File: src/rtl/div_pkg.sv
// Shared definitions for the iterative 32-bit divider: widths, step count,
// FSM state encoding, the divide-by-zero quotient and a two's-complement helper.
package div_pkg;

  localparam int DIV_WIDTH = 32;
  localparam int DIV_STEPS = 32;

  localparam logic [31:0] DZ_QUOTIENT = 32'hFFFF_FFFF;

  localparam logic [1:0] ST_IDLE = 2'd0;
  localparam logic [1:0] ST_RUN  = 2'd1;
  localparam logic [1:0] ST_DZ   = 2'd2;
  localparam logic [1:0] ST_DONE = 2'd3;

  // Two's-complement negation (~x + 1); 32'h8000_0000 maps to itself.
  function automatic logic [31:0] neg32(input logic [31:0] x);
    return ~x + 32'd1;
  endfunction

endpackage

File: src/rtl/cla_adder32.sv
// 32-bit carry-lookahead adder: 4-bit lookahead groups with a second-level
// group carry chain. Used by the divider as its per-step subtractor (A + ~B + 1).
module cla_adder32 (
  input  logic [31:0] a,
  input  logic [31:0] b,
  input  logic        cin,
  output logic [31:0] sum,
  output logic        cout
);

  logic [31:0] g;
  logic [31:0] p;
  logic [31:0] c;
  logic [7:0]  grp_g;
  logic [7:0]  grp_p;
  logic [7:0]  grp_cin;
  logic        carry_out;

  assign g = a & b;
  assign p = a ^ b;

  genvar gi;
  generate
    for (gi = 0; gi < 8; gi++) begin : g_grp
      localparam int B = gi * 4;

      // Group generate/propagate for the second-level lookahead.
      assign grp_g[gi] = g[B+3]
                       | (p[B+3] & g[B+2])
                       | (p[B+3] & p[B+2] & g[B+1])
                       | (p[B+3] & p[B+2] & p[B+1] & g[B]);
      assign grp_p[gi] = p[B+3] & p[B+2] & p[B+1] & p[B];

      // Per-bit carries inside the group, all derived from the group carry-in.
      assign c[B]   = grp_cin[gi];
      assign c[B+1] = g[B] | (p[B] & grp_cin[gi]);
      assign c[B+2] = g[B+1] | (p[B+1] & g[B]) | (p[B+1] & p[B] & grp_cin[gi]);
      assign c[B+3] = g[B+2] | (p[B+2] & g[B+1]) | (p[B+2] & p[B+1] & g[B])
                    | (p[B+2] & p[B+1] & p[B] & grp_cin[gi]);
    end
  endgenerate

  // Second-level carry chain across the eight groups; a local variable keeps
  // the chain out of the group-carry vector itself.
  always_comb begin
    logic carry;
    carry   = cin;
    grp_cin = '0;
    for (int i = 0; i < 8; i++) begin
      grp_cin[i] = carry;
      carry      = grp_g[i] | (grp_p[i] & carry);
    end
    carry_out = carry;
  end

  assign sum  = p ^ c;
  assign cout = carry_out;

endmodule

File: src/rtl/div32_iter.sv
// Multi-cycle 32-bit restoring divider, one quotient bit per clock, with a
// start/busy/done handshake. Build option: define DIV_SIGNED_EN to honour
// is_signed (magnitude division with sign fixup on the edge entering DONE);
// otherwise every operation is unsigned and is_signed is ignored.
module div32_iter
  import div_pkg::*;
#(
  parameter int WIDTH = DIV_WIDTH,
  parameter int CNT_W = 6
) (
  input  logic             clk,
  input  logic             rst,
  input  logic             start,
  input  logic             is_signed,
  input  logic [WIDTH-1:0] dividend,
  input  logic [WIDTH-1:0] divisor,
  output logic             busy,
  output logic             done,
  output logic [WIDTH-1:0] quotient,
  output logic [WIDTH-1:0] remainder,
  output logic             div_zero
);

  localparam logic [CNT_W-1:0] LAST_STEP = CNT_W'(DIV_STEPS - 1);

  logic [1:0]       state_reg;
  logic [CNT_W-1:0] cnt_reg;
  logic [31:0]      prem_reg;      // partial remainder
  logic [31:0]      acc_reg;       // dividend bits shifting out, quotient bits shifting in
  logic [31:0]      dsr_reg;       // divisor magnitude
  logic [31:0]      orig_dvd_reg;  // dividend as presented, for divide-by-zero
  logic             neg_q_reg;
  logic             neg_r_reg;

  logic        op_signed;
  logic [31:0] dvd_mag;
  logic [31:0] dsr_mag;
  logic [31:0] shifted;
  logic [31:0] diff;
  logic        cout;
  logic        take;
  logic [31:0] rem_step;
  logic [31:0] acc_step;
  logic [31:0] q_final;
  logic [31:0] r_final;

`ifdef DIV_SIGNED_EN
  assign op_signed = is_signed;
`else
  logic unused_is_signed;
  assign unused_is_signed = is_signed;
  assign op_signed        = 1'b0;
`endif

  // Operand magnitudes are taken at accept; for unsigned ops they pass through.
  assign dvd_mag = (op_signed && dividend[31]) ? neg32(dividend) : dividend;
  assign dsr_mag = (op_signed && divisor[31])  ? neg32(divisor)  : divisor;

  // One restoring step: shift in the next dividend bit, trial-subtract the divisor.
  assign shifted = {prem_reg[30:0], acc_reg[31]};

  cla_adder32 u_sub (
    .a    (shifted),
    .b    (~dsr_reg),
    .cin  (1'b1),
    .sum  (diff),
    .cout (cout)
  );

  // A bit shifted out of the top means the true value exceeds 32 bits and is
  // therefore at least the divisor, even when the 32-bit subtract borrows.
  assign take     = prem_reg[31] | cout;
  assign rem_step = take ? diff : shifted;
  assign acc_step = {acc_reg[30:0], take};

  assign q_final = neg_q_reg ? neg32(acc_step) : acc_step;
  assign r_final = neg_r_reg ? neg32(rem_step) : rem_step;

  // Control FSM, datapath registers and held result outputs.
  always_ff @(posedge clk or posedge rst) begin
    if (rst) begin
      state_reg    <= ST_IDLE;
      cnt_reg      <= '0;
      prem_reg     <= '0;
      acc_reg      <= '0;
      dsr_reg      <= '0;
      orig_dvd_reg <= '0;
      neg_q_reg    <= 1'b0;
      neg_r_reg    <= 1'b0;
      busy         <= 1'b0;
      done         <= 1'b0;
      quotient     <= '0;
      remainder    <= '0;
      div_zero     <= 1'b0;
    end else begin
      case (state_reg)
        ST_IDLE: begin
          if (start) begin
            prem_reg     <= '0;
            acc_reg      <= dvd_mag;
            dsr_reg      <= dsr_mag;
            orig_dvd_reg <= dividend;
            neg_q_reg    <= op_signed & (dividend[31] ^ divisor[31]);
            neg_r_reg    <= op_signed & dividend[31];
            cnt_reg      <= '0;
            busy         <= 1'b1;
            div_zero     <= 1'b0;
            state_reg    <= (divisor == 32'd0) ? ST_DZ : ST_RUN;
          end
        end
        ST_RUN: begin
          prem_reg <= rem_step;
          acc_reg  <= acc_step;
          cnt_reg  <= cnt_reg + CNT_W'(1);
          if (cnt_reg == LAST_STEP) begin
            quotient  <= q_final;
            remainder <= r_final;
            busy      <= 1'b0;
            done      <= 1'b1;
            state_reg <= ST_DONE;
          end
        end
        ST_DZ: begin
          quotient  <= DZ_QUOTIENT;
          remainder <= orig_dvd_reg;
          div_zero  <= 1'b1;
          busy      <= 1'b0;
          done      <= 1'b1;
          state_reg <= ST_DONE;
        end
        ST_DONE: begin
          done      <= 1'b0;
          state_reg <= ST_IDLE;
        end
        default: begin
          state_reg <= ST_IDLE;
        end
      endcase
    end
  end

endmodule

File: config.mk
export PLATFORM = sky130hd
export DESIGN_NAME = div32_iter
export DESIGN_NICKNAME = d
export VERILOG_FILES = /design/src/rtl/div_pkg.sv /design/src/rtl/cla_adder32.sv /design/src/rtl/div32_iter.sv
export SDC_FILE = /design/constraint.sdc
export NUM_CORES = 1
export LEC_CHECK = 0
export ABC_AREA = 1
export BUFFER_PORTS_ARGS = -buffer_cell sky130_fd_sc_hd__buf_2
export CAP_MARGIN = 10
export CORE_MARGIN = 3
export CORE_UTILIZATION = 53
export DETAILED_ROUTE_END_ITERATION = 12
export PLACE_DENSITY = 0.79
export SLEW_MARGIN = 20
export SYNTH_ARGS = -nofsm -noshare
export SYNTH_HDL_FRONTEND = slang
export SYNTH_SLANG_ARGS = --single-unit
export TNS_END_PERCENT = 30
File: constraint.sdc
create_clock -name clk -period 7 [get_ports clk]
set_input_delay 1.05 -clock clk [delete_from_list [all_inputs] [get_ports clk]]
set_output_delay 1.05 -clock clk [all_outputs]
set_load 0.02 [all_outputs]
Yosys cells after proc, flatten, opt, wreduce, memory -nomap -nowiden
Cells that the tools add are included.
{ "op_classes": {"bitwise_logic": 209, "reduce_logical": 14, "n_addsub": 1, "mux": 22, "n_eq_ne": 6} }
{ "op_table": {"columns": ["op", "count"], "rows": [
  ["$pmux W32 S2", 4],
  ["$mux W32", 5],
  ["$and A1 B1 Y1", 124],
  ["$or A1 B1 Y1", 81],
  ["$xor A32 B32 Y32", 2],
  ["$and A32 B32 Y32", 1],
  ["$logic_not A32 Y1", 1],
  ["$not A32 Y32", 1],
  ["$pmux W6 S2", 1],
  ["$reduce_and A2 Y1", 6],
  ["$pmux W2 S4", 1],
  ["$add A6 B1 Y6 const B", 1],
  ["$eq A6 B5 Y1 const B", 1],
  ["$mux W2", 3],
  ["$mux W6", 1],
  ["$pmux W1 S3", 2],
  ["$reduce_bool A2 Y1", 3],
  ["$reduce_bool A3 Y1", 2],
  ["$eq A2 B2 Y1 const B", 2],
  ["$mux W1", 4],
  ["$ne A2 B2 Y1 const B", 2],
  ["$reduce_and A3 Y1", 1],
  ["$eq A2 B1 Y1 const B", 1],
  ["$logic_not A2 Y1", 1],
  ["$pmux W1 S2", 1]
]} }
{ "totals": {"regBits": 203, "inputBits": 68, "output_inout_bits": 67, "wordCells": 263} }

Depth between registers and ports, before layout
{ "depth": {"word_depth": 25, "mapped_depth": 26} }

Modules after synthesis
From an unflattened synthesis, not the netlist that was laid out.
{ "hier_totals": {"hier_cells": 1223, "hier_area_um2": 10640.2} }
{ "by_module_without_submodules": {"columns": ["mod", "cells_per_inst", "instances", "area_each_um2"], "rows": [
  ["div32_iter", 1038, 1, 9281.4],
  ["cla_adder32", 185, 1, 1358.8]
]} }

Worst setup path before layout
Ideal clock, no wire load.
{ "synth_timing": {"path_kind": "reg2reg", "from": "register prem_reg[1]", "to": "register remainder[29]", "required_ns": 6.884, "setup_slack_ns": 4.390, "stages_incl_launch_ff": 25, "n_path_buf": 0, "arrival_time_ns": 2.494, "path_cell_list": "dfrtp_1 > ha_1 > nand2_1 > nor2_1 > nor2_1 > nand2_1 > nand2_1 > nand2_2 > nand2_1 > nand2_1 > nand2_1 > nand2_1 > nand2_1 > nand2_2 > nand2_1 > nand2_2 > nand2_2 > nand2_4 > fa_1 > xnor2_1 > nand2_1 > o21ai_2 > nand2_1 > nand2_1 > nand2_1"} }
{ "synth_between": {"elab_chain_cells": 24, "word_cells_on_any_way": 33, "cone_classes": "3 x mux; 30 x bitwise"} }
{ "synth_lines": {"columns": ["item", "line_no", "text"], "rows": [
  ["start, declared", "div32_iter.sv:28", "logic [31:0] prem_reg;"],
  ["start signal, assigned", "div32_iter.sv:112", "prem_reg <= rem_step;"],
  ["$and A32 B32 Y32 or $xor A32 B32 Y32 (tied branches)", "cla_adder32.sv:19, cla_adder32.sv:20", null],
  ["$and A1 B1 Y1 (on tied branches)", null, null],
  ["$or A1 B1 Y1, or another cell as far along", "cla_adder32.sv:29", "| (p[B+3] & g[B+2])"],
  ["$or A1 B1 Y1 or $and A1 B1 Y1 (tied branches)", "cla_adder32.sv:30, cla_adder32.sv:31", null],
  ["$or A1 B1 Y1", "cla_adder32.sv:31", "| (p[B+3] & p[B+2] & p[B+1] & g[B]);"],
  ["$or A1 B1 Y1 (*)", "cla_adder32.sv:51", "carry = grp_g[i] | (grp_p[i] & carry);"],
  ["$and A1 B1 Y1 (*)", "cla_adder32.sv:51", null],
  ["$or A1 B1 Y1 (*)", "cla_adder32.sv:51", null],
  ["(+8 left out)", null, null],
  ["$and A1 B1 Y1 (*)", "cla_adder32.sv:51", null],
  ["$or A1 B1 Y1 (*)", "cla_adder32.sv:51", null],
  ["$and A1 B1 Y1 (on tied branches)", "cla_adder32.sv:36, cla_adder32.sv:51", null],
  ["$or A1 B1 Y1 (on tied branches)", "cla_adder32.sv:36, cla_adder32.sv:51", null],
  ["$xor A32 B32 Y32 or $or A1 B1 Y1 (tied branches)", "cla_adder32.sv:56, div32_iter.sv:72", null],
  ["$mux W32 (*)", "div32_iter.sv:73", "assign rem_step = take ? diff : shifted;"],
  ["$mux W32 (*)", "div32_iter.sv:115", "if (cnt_reg == LAST_STEP) begin"],
  ["$pmux W32 S2 (*)", "div32_iter.sv:96", "case (state_reg)"],
  ["end signal, assigned", "div32_iter.sv:117", "remainder <= r_final;"],
  ["end signal, assigned", "div32_iter.sv:125", "remainder <= orig_dvd_reg;"],
  ["end, declared", "div32_iter.sv:20", "output logic [WIDTH-1:0] remainder,"]
]} }
Every way passes the cells marked *; elsewhere a longest branch is shown, timed or not. The select of a mux whose other input is x is not followed.
A chain may end at the register's enable or synchronous reset.

Worst setup path after layout
{ "layout_timing": {"from": "register acc_reg[31]", "to": "register remainder[5]"} }
{ "layout_between": {"elab_chain_cells": 22, "word_cells_on_any_way": 27, "cone_classes": "3 x mux; 24 x bitwise"} }
{ "layout_lines": {"columns": ["item", "line_no", "text"], "rows": [
  ["start, declared", "div32_iter.sv:29", "logic [31:0] acc_reg;"],
  ["start signal, assigned", "div32_iter.sv:100", "acc_reg <= dvd_mag;"],
  ["start signal, assigned", "div32_iter.sv:113", "acc_reg <= acc_step;"],
  ["$and A32 B32 Y32", "cla_adder32.sv:19", "assign g = a & b;"],
  ["$and A1 B1 Y1", "cla_adder32.sv:31", null],
  ["$or A1 B1 Y1", "cla_adder32.sv:31", null],
  ["$or A1 B1 Y1 (*)", "cla_adder32.sv:51", null],
  ["$and A1 B1 Y1", "cla_adder32.sv:51", null],
  ["$or A1 B1 Y1", "cla_adder32.sv:51", null],
  ["$and A1 B1 Y1", "cla_adder32.sv:51", null],
  ["$or A1 B1 Y1", "cla_adder32.sv:51", null],
  ["(+6 left out)", null, null],
  ["$and A1 B1 Y1", "cla_adder32.sv:51", null],
  ["$or A1 B1 Y1", "cla_adder32.sv:51", null],
  ["$and A1 B1 Y1", "cla_adder32.sv:51", null],
  ["$or A1 B1 Y1", "cla_adder32.sv:51", null],
  ["$or A1 B1 Y1", "div32_iter.sv:72", "assign take = prem_reg[31] | cout;"],
  ["$mux W32 (*)", "div32_iter.sv:73", null],
  ["$mux W32 (*)", "div32_iter.sv:115", null],
  ["$pmux W32 S2 (*)", "div32_iter.sv:96", null]
]} }
Marks and branches as above.

==> flow_metrics.py <==
metrics = {
    "clock_network": {
        "cts_resized": 0,
        "root_buffer": "clkbuf_16",
        "clock_latency_ns": 0.50,
        "cts_max_level": 1,
        "clock_path_buffers": 3,
        "clk_pin_slew_worst_paths_ns": 0.06,
        "ctsHoldBuffers": 0,
        "numClockSinks": 203,
        "cts_buffers": 22,
        "post-cts-setup-buffer-count": 0,
        "tritoncts": "built",
    },
    "floorplanning": {
        "start_util": 0.542,
        "die_y_um": 145,
        "ios": 135,
        "rows": 50,
        "die-area_sq_um": 20900,
        "design.core.area_sq_um": 18800,
        "fp.dieW_um": 145,
    },
    "outcome": {
        "status": "finished, final reports clean",
    },
    "synthesis": {
        "synth-seq-cells": 203,
        "netlist_top_cells_area": "dfrtp_1 50%, nand2_1 13%, inv_1 4.9%",
        "synth_edf_count": 0,
        "synth_area_leader_cell": "dfrtp_1",
        "ys_warn_count": 0,
        "netlist_top_cells_count": "353 x nand2_1, 203 x dfrtp_1, 132 x inv_1",
        "synthArstFlopShare": 1.00,
        "netlist_instances": 1231,
        "syn-num-nets": 1344,
        "yosys_most_used_dff": "dfrtp_1",
        "yosysTopAreaCellShare": 0.500,
        "syn_avg_cell_area_sq_um": 8.26,
        "yosysMostFrequentCell": "nand2_1",
        "ys_types": 39,
        "syn-cell-area_sq_um": 10200,
        "ys_seq_area_frac": 0.500,
    },
    "global_routing": {
        "grt_pass1_vias": 8347,
        "antenna_found_initial": 1,
        "grt_max_degree": 148,
        "gr-usage-all-layers": 0.244,
        "grt_overflow": 0,
        "grt_first_pass_wirelength_mm": 41.4,
    },
    "min_path": {
        "worstHoldPathCells": 2,
        "hp-class": "reg2reg",
        "min_to": "remainder[5]",
        "min_from": "remainder[5]",
    },
    "pwr": {
        "ir_drop_uv": 299,
        "p_leak_uw": 0.00612,
        "powerDensity_nw_per_um2": 611,
    },
    "routing": {
        "drc": 0,
        "drt-pass1-iter-count": 5,
        "via_per_inst": 5.39,
        "wirelength_mm": 25.5,
        "avgRoutedWirePerCell_um": 16.0,
        "final_antenna_net_count": 0,
        "drt_iter0_drc": 646,
        "vias": 8573,
    },
    "critical_path": {
        "endpoint_kind": "register",
        "slowest_stage": "nand3_4",
        "crit_path_frequent_cell": "nand2_1",
        "cp_max_fo": 53,
        "worstPathArrival_ns": 4.16,
        "critPathKind": "reg2reg",
        "worstPathRequired_ns": 7.39,
        "worst_r2r_endpoint": "remainder[5]",
        "reg2reg_depth": 24,
        "cp-start-kind": "register",
        "crit_path_cell_trace": "inv_1 > ha_1 > inv_1 > nand2_1 > nand3_1 > nand2_1 > nand2_1 > nand2_2 > nand2_1 > nand2_1 > nand2_1 > nand2_1 > nand2_1 > nand2_2 > nand2_1 > nand2_2 > nand2_2 > nand2_4 > nand2_4 > nand3_4 > o21ai_2 > nand2_1 > nand2_1 > nand2_1",
        "worstReg2RegStart": "acc_reg[31]",
        "regToRegSetupSlack_ns": 3.23,
        "slowest_delay_ns": 0.65,
    },
    "sta": {
        "clock_skew_ns": 0.0104,
        "period_share": 0.539,
        "setup_viol": 0,
        "slew_violations": 0,
        "final_hold_viol_count": 0,
        "worstMarginPinSlew_ns": 1.06,
        "relSlewSlack": 0.288,
        "rsz0062_at_grt": "no",
        "fin_setup_tns_ns": 0,
        "setup_slack_ns": 3.23,
        "clock.fmax_mhz": 265,
        "period_needed_ns": 3.77,
    },
    "layout": {
        "finalNetCount": 1454,
        "instances_no_fill": 1590,
        "num_antenna_cells": 0,
        "syn_to_final_growth_pct": 15.5,
        "final_area_sq_um": 11700,
        "layout-drive-gt1-share": 0.167,
    },
    "flow_run": {
        "drv_cap": 0,
    },
    "place": {
        "place_congestion": 0.879,
        "dp_slack_ns": 3.30,
        "placed_cell_area_sq_um": 11000,
        "port_buffers": 133,
        "dpl.hpwl_mm": 16.9,
        "dp.cells": 1550,
    },
}
## layout by cell type, fill, tap and decap left out, types with 4 or more instances in the layout
| master | instances |
|---|---|
| a21oi_1 | 55 |
| a22oi_1 | 19 |
| buf_2 | 133 |
| buf_4 | 8 |
| clkbuf_16 | 23 |
| dfrtp_1 | 203 |
| fa_1 | 7 |
| ha_1 | 38 |
| inv_1 | 130 |
| inv_2 | 4 |
| nand2_1 | 352 |
| nand2_2 | 12 |
| nand3_1 | 21 |
| nand4_1 | 16 |
| nor2_1 | 126 |
| nor3_1 | 6 |
| nor4_1 | 7 |
| o21ai_0 | 81 |
| o21ai_1 | 26 |
| o21ai_2 | 22 |
| o221ai_1 | 12 |
| xnor2_1 | 10 |
| xor2_1 | 7 |
## metal layers
| layer | vias to the layer above | GRT usage | share of wire |
|---|---|---|---|
| met4 | 2 | 0.0589 | 0.017 |
| met2 | 267 | 0.392 | 0.46 |
| met5 | - | 0 | 0.00051 |
| li1 | 4179 | - | - |
| met3 | 44 | 0.0394 | 0.067 |
| met1 | 4081 | 0.352 | 0.45 |
## cells by family after synthesis
kind of cell | synth area share
AO/OA/AOI/OAI | 0.131
flip-flops | 0.500
AND/OR/NAND/NOR | 0.220
adder cells (fa/ha/maj) | 0.0605
buffers and inverters | 0.0750
XOR/XNOR | 0.0146
## worst max-delay path: cells and delay by family, from the launching register on
kind	cells	cell delay, ns
AND/OR/NAND/NOR	20	2.27
AO/OA/AOI/OAI	1	0.49
flip-flops	1	0.40
adder cells (fa/ha/maj)	1	0.33
buffers and inverters	2	0.15
## cell type report
type | count | area [sq um]
Fill cell | 1577 | 7020
Sequential cell | 203 | 5080
Multi-Input combinational cell | 837 | 4340
Timing Repair Buffer | 142 | 753
Clock buffer | 29 | 628
Inverter | 135 | 514
Tap cell | 234 | 293
Clock inverter | 10 | 136
## metrics by stage
stage          utilization  hold WS, ns  power [uW]
6_report             0.626        0.475        7180
5_1_grt              0.626        0.492        7820
4_1_cts              0.625        0.477        7180
3_5_place_dp         0.584        0.459        5920
3_3_place_gp         0.584        0.460        5780
2_1_floorplan            -        0.450        4970
## worst max path at each step
stage,start,end,depth (start not counted)
finish,acc_reg[31],remainder[5],24
CTS,acc_reg[31],remainder[5],24
global placement,acc_reg[31],remainder[5],24
floorplan,rst,acc_reg[0],1
detailed placement,acc_reg[31],remainder[5],24
global route,acc_reg[31],remainder[5],24
## where the power goes
part | internal (uW) | switching [uW] | total [uW]
Combinational | 1310 | 2570 | 3880
Clock | 744 | 473 | 1220
Sequential | 1750 | 338 | 2090
No activity file was read; power rests on OpenSTA's default activity.
